$ cat config.mk
export PLATFORM = sky130hd
export DESIGN_NAME = im_stage
export DESIGN_NICKNAME = d
export VERILOG_FILES = /design/src/rtl/core_pkg.sv /design/src/rtl/lsu_align.sv /design/src/rtl/im_stage.sv
export SDC_FILE = /design/constraint.sdc
export NUM_CORES = 1
export LEC_CHECK = 0
export CORE_AREA = 2 2 187 189
export CTS_BUF_LIST = sky130_fd_sc_hd__clkbuf_2 sky130_fd_sc_hd__clkbuf_4 sky130_fd_sc_hd__clkbuf_8
export DETAILED_ROUTE_END_ITERATION = 16
export DIE_AREA = 0 0 189 191
export GPL_ROUTABILITY_DRIVEN = 0
export SLEW_MARGIN = 20
export SYNTH_ARGS = -nofsm -noshare
export SYNTH_HDL_FRONTEND = slang
export SYNTH_SLANG_ARGS = --single-unit
export TNS_END_PERCENT = 50
$ cat constraint.sdc
create_clock -name i_clk -period 3.9 [get_ports i_clk]
set_input_delay 0.39 -clock i_clk [delete_from_list [all_inputs] [get_ports i_clk]]
set_output_delay 0.39 -clock i_clk [all_outputs]
set_load 0.05 [all_outputs]
$ cat src/rtl/core_pkg.sv
// rtl/core_pkg.sv - shared RV32I core constants, encodings and FSM state type
package core_pkg;

    localparam int RF_ADD_SIZE = 5;

    localparam logic [2:0] WB_SRC_ALU = 3'b000;
    localparam logic [2:0] WB_SRC_MEM = 3'b001;
    localparam logic [2:0] WB_SRC_SX  = 3'b010;
    localparam logic [2:0] WB_SRC_PC4 = 3'b011;
    localparam logic [2:0] WB_SRC_JB  = 3'b100;

    // Stores reuse the low three encodings (sb/sh/sw).
    localparam logic [2:0] F3_LB  = 3'b000;
    localparam logic [2:0] F3_LH  = 3'b001;
    localparam logic [2:0] F3_LW  = 3'b010;
    localparam logic [2:0] F3_LBU = 3'b100;
    localparam logic [2:0] F3_LHU = 3'b101;

    typedef enum logic [0:0] {
        ST_IDLE = 1'b0,
        ST_WAIT = 1'b1
    } mem_state_t;

endpackage

$ cat src/rtl/lsu_align.sv
// rtl/lsu_align.sv - store lane steering, load extraction/extension, access checks
//
// Ports:
//   addr_i       low two bits of the effective address
//   funct3_i     access size/signedness
//   wdata_i      raw store data
//   rdata_i      raw word read from the bus
//   be_o         byte enables for the access
//   wdata_o      store data replicated across lanes
//   load_o       selected and extended load value
//   misaligned_o halfword/word access not naturally aligned
//   illegal_o    funct3 is not a valid load/store size
module lsu_align
    import core_pkg::*;
(
    input  logic [1:0]  addr_i,
    input  logic [2:0]  funct3_i,
    input  logic [31:0] wdata_i,
    input  logic [31:0] rdata_i,
    output logic [3:0]  be_o,
    output logic [31:0] wdata_o,
    output logic [31:0] load_o,
    output logic        misaligned_o,
    output logic        illegal_o
);

    logic [7:0]  byte_sel;
    logic [15:0] half_sel;

    always_comb begin
        case (addr_i)
            2'd0:    byte_sel = rdata_i[7:0];
            2'd1:    byte_sel = rdata_i[15:8];
            2'd2:    byte_sel = rdata_i[23:16];
            default: byte_sel = rdata_i[31:24];
        endcase
        half_sel = addr_i[1] ? rdata_i[31:16] : rdata_i[15:0];
    end

    always_comb begin
        be_o         = 4'b0000;
        wdata_o      = wdata_i;
        load_o       = 32'd0;
        misaligned_o = 1'b0;
        illegal_o    = 1'b0;
        case (funct3_i)
            F3_LB, F3_LBU: begin
                be_o    = 4'b0001 << addr_i;
                wdata_o = {4{wdata_i[7:0]}};
                load_o  = (funct3_i == F3_LB) ? {{24{byte_sel[7]}}, byte_sel}
                                              : {24'd0, byte_sel};
            end
            F3_LH, F3_LHU: begin
                misaligned_o = addr_i[0];
                be_o         = 4'b0011 << {addr_i[1], 1'b0};
                wdata_o      = {2{wdata_i[15:0]}};
                load_o       = (funct3_i == F3_LH) ? {{16{half_sel[15]}}, half_sel}
                                                   : {16'd0, half_sel};
            end
            F3_LW: begin
                misaligned_o = |addr_i;
                be_o         = 4'b1111;
                load_o       = rdata_i;
            end
            default: illegal_o = 1'b1;
        endcase
    end

endmodule

$ cat src/rtl/im_stage.sv
// rtl/im_stage.sv - RV32I memory-access stage with data-bus handshake and MEM/WB register
//
// Ports:
//   i_clk, i_rstn               clock, asynchronous active-low reset
//   i_im_*                      execute-to-memory pipeline register contents
//   o_m_alu_out                 forwarding copy of the ALU result
//   o_mem_stall                 holds IF/ID/IE while an access is outstanding
//   o_mem_fault                 one-cycle pulse: misaligned, illegal funct3 or timeout
//   o_dbus_*/i_dbus_*           data bus request/acknowledge interface
//   o_iwb_*                     memory-to-writeback pipeline register
module im_stage
    import core_pkg::*;
#(
    parameter int WIDTH       = 32,
    parameter int ACK_TIMEOUT = 255
) (
    input  logic                   i_clk,
    input  logic                   i_rstn,
    input  logic [WIDTH-1:0]       i_im_alu_out,
    input  logic [WIDTH-1:0]       i_im_write_data,
    input  logic                   i_im_mem_we,
    input  logic [2:0]             i_im_funct3,
    input  logic                   i_im_rf_we_ctrl,
    input  logic [2:0]             i_im_rf_wb_src_ctrl,
    input  logic [WIDTH-1:0]       i_im_sx_data,
    input  logic [WIDTH-1:0]       i_im_pc_plus_4,
    input  logic [WIDTH-1:0]       i_im_bu_next_dest_jb,
    input  logic [RF_ADD_SIZE-1:0] i_im_dst,
    output logic [WIDTH-1:0]       o_m_alu_out,
    output logic                   o_mem_stall,
    output logic                   o_mem_fault,
    output logic                   o_dbus_req,
    output logic                   o_dbus_we,
    output logic [WIDTH-1:0]       o_dbus_addr,
    output logic [WIDTH-1:0]       o_dbus_wdata,
    output logic [3:0]             o_dbus_be,
    input  logic                   i_dbus_ack,
    input  logic [WIDTH-1:0]       i_dbus_rdata,
    output logic [WIDTH-1:0]       o_iwb_alu_out,
    output logic [WIDTH-1:0]       o_iwb_mem_data,
    output logic [WIDTH-1:0]       o_iwb_sx_data,
    output logic [WIDTH-1:0]       o_iwb_pc_plus_4,
    output logic [WIDTH-1:0]       o_iwb_bu_next_dest_jb,
    output logic                   o_iwb_rf_we_ctrl,
    output logic [2:0]             o_iwb_rf_wb_src_ctrl,
    output logic [RF_ADD_SIZE-1:0] o_iwb_dst
);

    // Timeout fires in the last permitted WAIT cycle; the counter is cleared
    // on WAIT entry, so this bounds WAIT to ACK_TIMEOUT cycles in total.
    localparam logic [7:0] TO_LAST = 8'(ACK_TIMEOUT - 1);

    mem_state_t state_q;
    logic [7:0] cnt_q;
    logic       fault_q;

    logic [3:0]       be;
    logic [WIDTH-1:0] wdata_rep;
    logic [WIDTH-1:0] load_ext;
    logic             misaligned;
    logic             illegal;

    logic is_load;
    logic access;
    logic bad_access;
    logic good_access;
    logic timeout;
    logic abort;

    lsu_align u_lsu_align (
        .addr_i       (i_im_alu_out[1:0]),
        .funct3_i     (i_im_funct3),
        .wdata_i      (i_im_write_data),
        .rdata_i      (i_dbus_rdata),
        .be_o         (be),
        .wdata_o      (wdata_rep),
        .load_o       (load_ext),
        .misaligned_o (misaligned),
        .illegal_o    (illegal)
    );

    always_comb begin
        is_load     = (i_im_rf_wb_src_ctrl == WB_SRC_MEM);
        access      = i_im_mem_we | is_load;
        bad_access  = access & (misaligned | illegal);
        good_access = access & ~bad_access;
        timeout     = (state_q == ST_WAIT) && (cnt_q == TO_LAST);
        // Ack on the timeout cycle still completes the access.
        abort       = good_access & timeout & ~i_dbus_ack;
    end

    assign o_m_alu_out  = i_im_alu_out;
    assign o_mem_stall  = good_access & ~i_dbus_ack & ~timeout;
    assign o_mem_fault  = fault_q;
    assign o_dbus_req   = good_access;
    assign o_dbus_we    = good_access & i_im_mem_we;
    assign o_dbus_addr  = {i_im_alu_out[WIDTH-1:2], 2'b00};
    assign o_dbus_wdata = wdata_rep;
    assign o_dbus_be    = good_access ? be : 4'b0000;

    always_ff @(posedge i_clk or negedge i_rstn) begin
        if (!i_rstn) begin
            state_q <= ST_IDLE;
            cnt_q   <= 8'd0;
            fault_q <= 1'b0;
        end else begin
            fault_q <= bad_access | abort;
            case (state_q)
                ST_IDLE: begin
                    if (good_access && !i_dbus_ack) begin
                        state_q <= ST_WAIT;
                        cnt_q   <= 8'd0;
                    end
                end
                ST_WAIT: begin
                    // Dropping the access is an upstream protocol error; recover to IDLE.
                    if (i_dbus_ack || timeout || !good_access) begin
                        state_q <= ST_IDLE;
                        cnt_q   <= 8'd0;
                    end else begin
                        cnt_q <= cnt_q + 8'd1;
                    end
                end
                default: begin
                    state_q <= ST_IDLE;
                    cnt_q   <= 8'd0;
                end
            endcase
        end
    end

    always_ff @(posedge i_clk or negedge i_rstn) begin
        if (!i_rstn) begin
            o_iwb_alu_out         <= '0;
            o_iwb_mem_data        <= '0;
            o_iwb_sx_data         <= '0;
            o_iwb_pc_plus_4       <= '0;
            o_iwb_bu_next_dest_jb <= '0;
            o_iwb_rf_we_ctrl      <= 1'b0;
            o_iwb_rf_wb_src_ctrl  <= 3'b000;
            o_iwb_dst             <= '0;
        end else if (o_mem_stall || bad_access || abort) begin
            o_iwb_alu_out         <= '0;
            o_iwb_mem_data        <= '0;
            o_iwb_sx_data         <= '0;
            o_iwb_pc_plus_4       <= '0;
            o_iwb_bu_next_dest_jb <= '0;
            o_iwb_rf_we_ctrl      <= 1'b0;
            o_iwb_rf_wb_src_ctrl  <= 3'b000;
            o_iwb_dst             <= '0;
        end else begin
            o_iwb_alu_out         <= i_im_alu_out;
            o_iwb_mem_data        <= is_load ? load_ext : '0;
            o_iwb_sx_data         <= i_im_sx_data;
            o_iwb_pc_plus_4       <= i_im_pc_plus_4;
            o_iwb_bu_next_dest_jb <= i_im_bu_next_dest_jb;
            o_iwb_rf_we_ctrl      <= i_im_rf_we_ctrl;
            o_iwb_rf_wb_src_ctrl  <= i_im_rf_wb_src_ctrl;
            o_iwb_dst             <= i_im_dst;
        end
    end

endmodule

==> results of run 1 <==
[report_power, final]
group,total [mW],internal (mW),switching [mW]
Combinational,1.45,0.561,0.894
Clock,1.28,0.485,0.793
Sequential,1.99,1.96,0.0312
Total,4.72,3.00,1.72
[registers in the layout (all words and copies together) (netlist names)]
register / count
o_iwb_mem_data: 32
cnt_q: 8
o_iwb_pc_plus_4: 32
o_iwb_rf_wb_src_ctrl: 3
o_iwb_alu_out: 32
o_iwb_rf_we_ctrl: 1
o_iwb_dst: 5
o_mem_fault: 1
o_iwb_bu_next_dest_jb: 32
state_q: 1
o_iwb_sx_data: 32
[Yosys cell counts, types with 2 or more instances]
cell / count
a211oi_1: 2
a21o_1: 3
a21oi_1: 29
a221o_1: 3
a222oi_1: 7
a22oi_1: 10
and2_1: 139
buf_2: 5
buf_4: 75
buf_6: 3
clkbuf_1: 18
clkbuf_2: 4
dfrtp_1: 179
ha_1: 2
inv_1: 6
mux2_2: 17
mux2i_1: 8
mux4_2: 9
nand2_1: 29
nand3_1: 2
nand4_1: 2
nor2_1: 20
nor2b_1: 3
nor3_1: 5
o21ai_0: 11
or3_1: 2
[cells by family after synthesis]
family / Yosys count / synth area share [%]
multiplexers: 34 / 6.37
adder cells (fa/ha/maj): 2 / 0.336
AND/OR/NAND/NOR: 209 / 16.2
AO/OA/AOI/OAI: 75 / 6.74
other: 1 / 0.0504
XOR/XNOR: 2 / 0.235
flip-flops: 179 / 60.1
buffers and inverters: 112 / 9.88
[stage by stage]
stage	hold slack, ns	cells
final	0.0443	1486
after global routing	0.0955	1486
after CTS	0.0470	1486
after detailed placement	0.522	1454
after global placement	0.509	1454
after floorplan	0.0944	615
[worst paths after layout]
path	startpoint	end	slack (ns)	depth (start not counted)
max reg2reg	cnt_q[0]	cnt_q[2]	1.86	6
max	i_im_funct3[0]	o_dbus_be[0]	0.85	7
min in group i_clk	i_im_pc_plus_4[2]	o_iwb_pc_plus_4[2]	0.47	2
min reg2reg	cnt_q[7]	cnt_q[7]	0.54	1
min	i_rstn	o_iwb_mem_data[29]	0.04	1
max in group asynchronous	i_rstn	o_iwb_alu_out[6]	2.99	2
[per-layer routing]
| metal | routed length, um | part of all wire, % | vias up | GRT usage [%] |
|---|---|---|---|---|
| met5 | 0 | 0 | - | 0 |
| met1 | 10200 | 39 | 2905 | 16.7 |
| met4 | 388 | 1.5 | 0 | 4.33 |
| met3 | 1770 | 6.8 | 17 | 3.12 |
| li1 | - | - | 2759 | - |
| met2 | 13700 | 53 | 294 | 24.9 |
[layout make-up]
type / instances / area [um^2] / share of cell area (%)
Clock buffer: 17 / 234 / 1.85
Multi-Input combinational cell: 324 / 2250 / 17.8
Tap cell: 455 / 569 / 4.50
Sequential cell: 179 / 4480 / 35.4
Inverter: 6 / 22.5 / 0.178
Timing Repair Buffer: 490 / 4930 / 39.0
Clock inverter: 15 / 165 / 1.31
[worst reg2reg max path: stages (launching register included)]
cell	delay, ns
dfrtp_1	0.43
inv_1	0.07
ha_1	0.13
nand4_1	0.10
o21bai_1	0.59
nor2_1	0.24
a221o_1	0.38
==> impl_metrics.toml, run 1 <==
[worst_setup_path]
cpPeakStageDelay_ns = 0.73
slowest_stage = "clkdlybuf4s50_1"
endpoint_kind = "output pin"
critPathBufInv = 3
path_class = "in2out"
path_max_fanout = 18
arrival_ns = 2.66
cp_data_required_time_ns = 3.51
cp_top_family = "buffers and inverters"
path_cells = "clkdlybuf4s50_1, buf_4, nor3b_2, a31o_2, a21oi_1, nor2_1, buf_12"
cp-start-kind = "input port"

[sta]
hold_viol_final = 0
period_share_pct = 78.3
report.final.slew_viol_count = 0
finalSetupViolations = 0
fmax_mhz = 327
min_period_ns = 3.05
setup_slack_ns = 0.846
rsz0062_at_grt = "no"
fin_skew_ns = 0.00793
fin_tns_setup_ns = 0
slew_headroom_pct = 37.4
worst_pin_slew_ns = 0.936

[cells_and_area]
fill_cells = 3328
final_cell_mix = "clkdlybuf4s50_1 (462), dfrtp_1 (179), and2_1 (139)"
layout_commonest_cell = "clkdlybuf4s50_1"
fin_nets = 1228
layout-drive-gt1-share_pct = 9.21
final_core_util_pct = 37.1
final_area_um2 = 12600
syn_to_final_growth_pct = 69.8
diodes = 0

[route]
drtIter0Drc = 259
drt-total-wl_mm = 26.1
drc = 0
vias_per_cell = 4.02
drtPass1Iterations = 5
antenna_left = 0
vias = 5975
wl_per_cell_um = 17.5

[grt]
grt_pass1_vias = 6174
grt_pass1_wl_mm = 38.1
grtUsageTotal_pct = 14.0
antenna_found_initial = 0
grt_max_degree = 99
grt_overflow = 0

[placement]
place_ws_ns = 0.828
dp_hpwl_mm = 20.3
numPortBuffers = 478
placed_cell_area_um2 = 12200

[synth]
synth_seq_cells = 179
syn_inst = 614
syn_area_um2 = 7450
synth_area_leaders = "dfrtp_1 (60%), and2_1 (12%), buf_4 (7.6%)"
synth-main-ff-cell = "dfrtp_1"
synth_cell_type_count = 47
avgSynthCellArea_um2 = 12.1
async_flop_share_pct = 100
ys_seq_area_share_pct = 60.1
synth_top_area_cell = "dfrtp_1"
synth_edf_count = 0
synth.top_cell.area_share_pct = 60.1
yosysWarningCount = 0

[clocking]
postCtsHoldBufs = 0
cts_setup_buffers = 0
clockRootBuffer = "clkbuf_8"
cts_buffers = 17
clkLatencyLatePin_ns = 0.46
cts-htree-levels = 4
cts_tree = "done"
clock-sinks = 179
cts.clk_slew.worst_paths_ns = 0.12
cts_resized = 0
cts_buffer_depth = 2

[power]
p_total_mw = 4.72
ir_worst_vdd_mv = 0.192
power_density_nw_per_um2 = 373
leakage_nw = 5.28

[flow_run]
drv_cap = 0

[floorplanning]
initial_core_util_pct = 21.8
core_um2 = 34100
chipWidth_um = 189
chipHeight_um = 191
die_area_um2 = 36100
fp-row-count = 68
pin_count = 481

[min_path]
hold_path.class = "in2async"

[run_status]
status = "complete, no violations"
Note: power is estimated with default switching activity, not from simulation.
==> run 2, diff against run 1 <==
Settings changed: CORE_AREA 2 2 187 189 to 2 2 186 188, DIE_AREA 0 0 189 191 to 0 0 188 190.
Clock period 3.9 ns to 3.05 ns, I/O delays scaled along.
==> run 2 against run 1 <==
  * Combinational power is 28% higher
  * Global-route usage hardly changed
  * Hold slack better by 0.34 ns
  * Design area is 0.30% higher
  * Non-clock buffer count is 2 higher
  * Clock skew is 0.0020 ns lower
  * Sequential cell count stayed put
==> impl_metrics.toml, run 2 (same netlist as run 1, synthesis figures left out) <==
[placement]
dp_hpwl_mm = 19.6
dp_cells = 1455
numPortBuffers = 478

[worst_setup_path]
path_cells = "clkdlybuf4s50_1, nor3b_2, a31o_2, a21oi_1, nor2_1, buf_12"
cp-start-kind = "input port"
path_class = "in2out"
path_max_fanout = 18
cpPeakStageDelay_ns = 0.63
slowest_stage = "clkdlybuf4s50_1"
cp_data_required_time_ns = 2.74
endpoint_kind = "output pin"
arrival_ns = 2.20
r2r_setup_slack_ns = 1.08

[min_path]
hold_path.class = "in2reg"

[floorplanning]
pin_count = 481
die_area_um2 = 35700
fp-row-count = 68
initial_core_util_pct = 21.9
core_um2 = 33900
chipWidth_um = 188
chipHeight_um = 190

[grt]
grt_overflow = 0
grt_pass1_vias = 5976
grt_max_degree = 99
grt_pass1_wl_mm = 37.5
grtUsageTotal_pct = 13.9
antenna_found_initial = 0

[route]
antenna_left = 0
drt-total-wl_mm = 25.5
drc = 0
drtPass1Iterations = 6
drtIter0Drc = 253
vias_per_cell = 4.00
vias = 5953
wl_per_cell_um = 17.1

[cells_and_area]
final_cell_mix = "clkdlybuf4s50_1 (445), dfrtp_1 (179), and2_1 (139)"
diodes = 0
layout_commonest_cell = "clkdlybuf4s50_1"
fin_cells = 1488
layout-drive-gt1-share_pct = 10.9
syn_to_final_growth_pct = 70.3
fin_nets = 1230

[sta]
fin_skew_ns = 0.00590
holdWs_ns = 0.382
min_period_ns = 2.50
fmax_mhz = 400
rsz0062_at_grt = "no"
slew_headroom_pct = 44.2
fin_tns_setup_ns = 0
hold_viol_final = 0
worst_pin_slew_ns = 0.838
period_share_pct = 82.0
finalSetupViolations = 0
report.final.slew_viol_count = 0

[clocking]
cts_tree = "done"
cts_resized = 0
postCtsHoldBufs = 1
cts_buffers = 17
cts_buffer_depth = 2
cts-htree-levels = 4
cts_setup_buffers = 0
clkLatencyLatePin_ns = 0.46
clockRootBuffer = "clkbuf_8"
clock-sinks = 179
cts.clk_slew.worst_paths_ns = 0.11

[power]
leakage_nw = 5.33
ir_worst_vdd_mv = 0.232
power_density_nw_per_um2 = 479

[run_status]
status = "complete, no violations"

[flow_run]
drv_cap = 0
run 2: cell types whose count changed in the layout (fill, tap and decap cells not counted), sizes merged:
cell	delta
buf	+17
bufinv	+1
clkinvlp	-1
dlygate4sd3	+1
clkbuf	+1
clkdlybuf4s50	-17
run 2: layer usage:
layer,share of wire (%),track usage (%),vias up
met5,0,0,-
met4,1.6,4.36,0
met3,5.7,3.30,24
met2,51,24.2,295
met1,42,17.0,2870
li1,-,-,2764
run 2: metrics by stage:
stage / setup slack [ns] / instance area (um^2) / power (mW) / util, %
floorplan: 0.660 / 7450 / 3.67 / -
global placement: 0.563 / 12300 / 4.46 / 36.2
detailed placement: 0.490 / 12300 / 4.47 / 36.2
CTS: 0.531 / 12700 / 6.18 / 37.4
global route: 0.389 / 12700 / 6.35 / 37.4
finish: 0.547 / 12700 / 6.07 / 37.4
run 2: layout make-up:
| cell class | count | area [um^2] |
|---|---|---|
| clock buffers | 17 | 234 |
| clock inverters | 15 | 163 |
| fillers | 3263 | 21300 |
| inverters | 6 | 22.5 |
| multi-input cells | 324 | 2250 |
| flip-flops and latches | 179 | 4480 |
| well taps | 455 | 569 |
| repair buffers | 492 | 4970 |
run 2: final timing paths:
path	from	end	depth (start not counted)
min	i_im_pc_plus_4[7]	o_iwb_pc_plus_4[7]	2
max reg2reg	cnt_q[0]	cnt_q[3]	6
max in group asynchronous	i_rstn	o_iwb_sx_data[18]	3
min reg2reg	cnt_q[7]	cnt_q[7]	1
max	i_im_funct3[0]	o_dbus_be[0]	6
min in group asynchronous	i_rstn	o_iwb_sx_data[21]	2
run 2: report_power, final:
part	leakage, nW	switching [mW]	internal (mW)
clock	0.200	0.985	0.684
sequential	2.33	0.0400	2.50
combinational	2.80	1.14	0.724
run 2: critical path: cells and delay by family:
kind	cells	cell delay [ns]
buf+inv	2	0.80
simple gates	2	0.58
compound gates	2	0.50
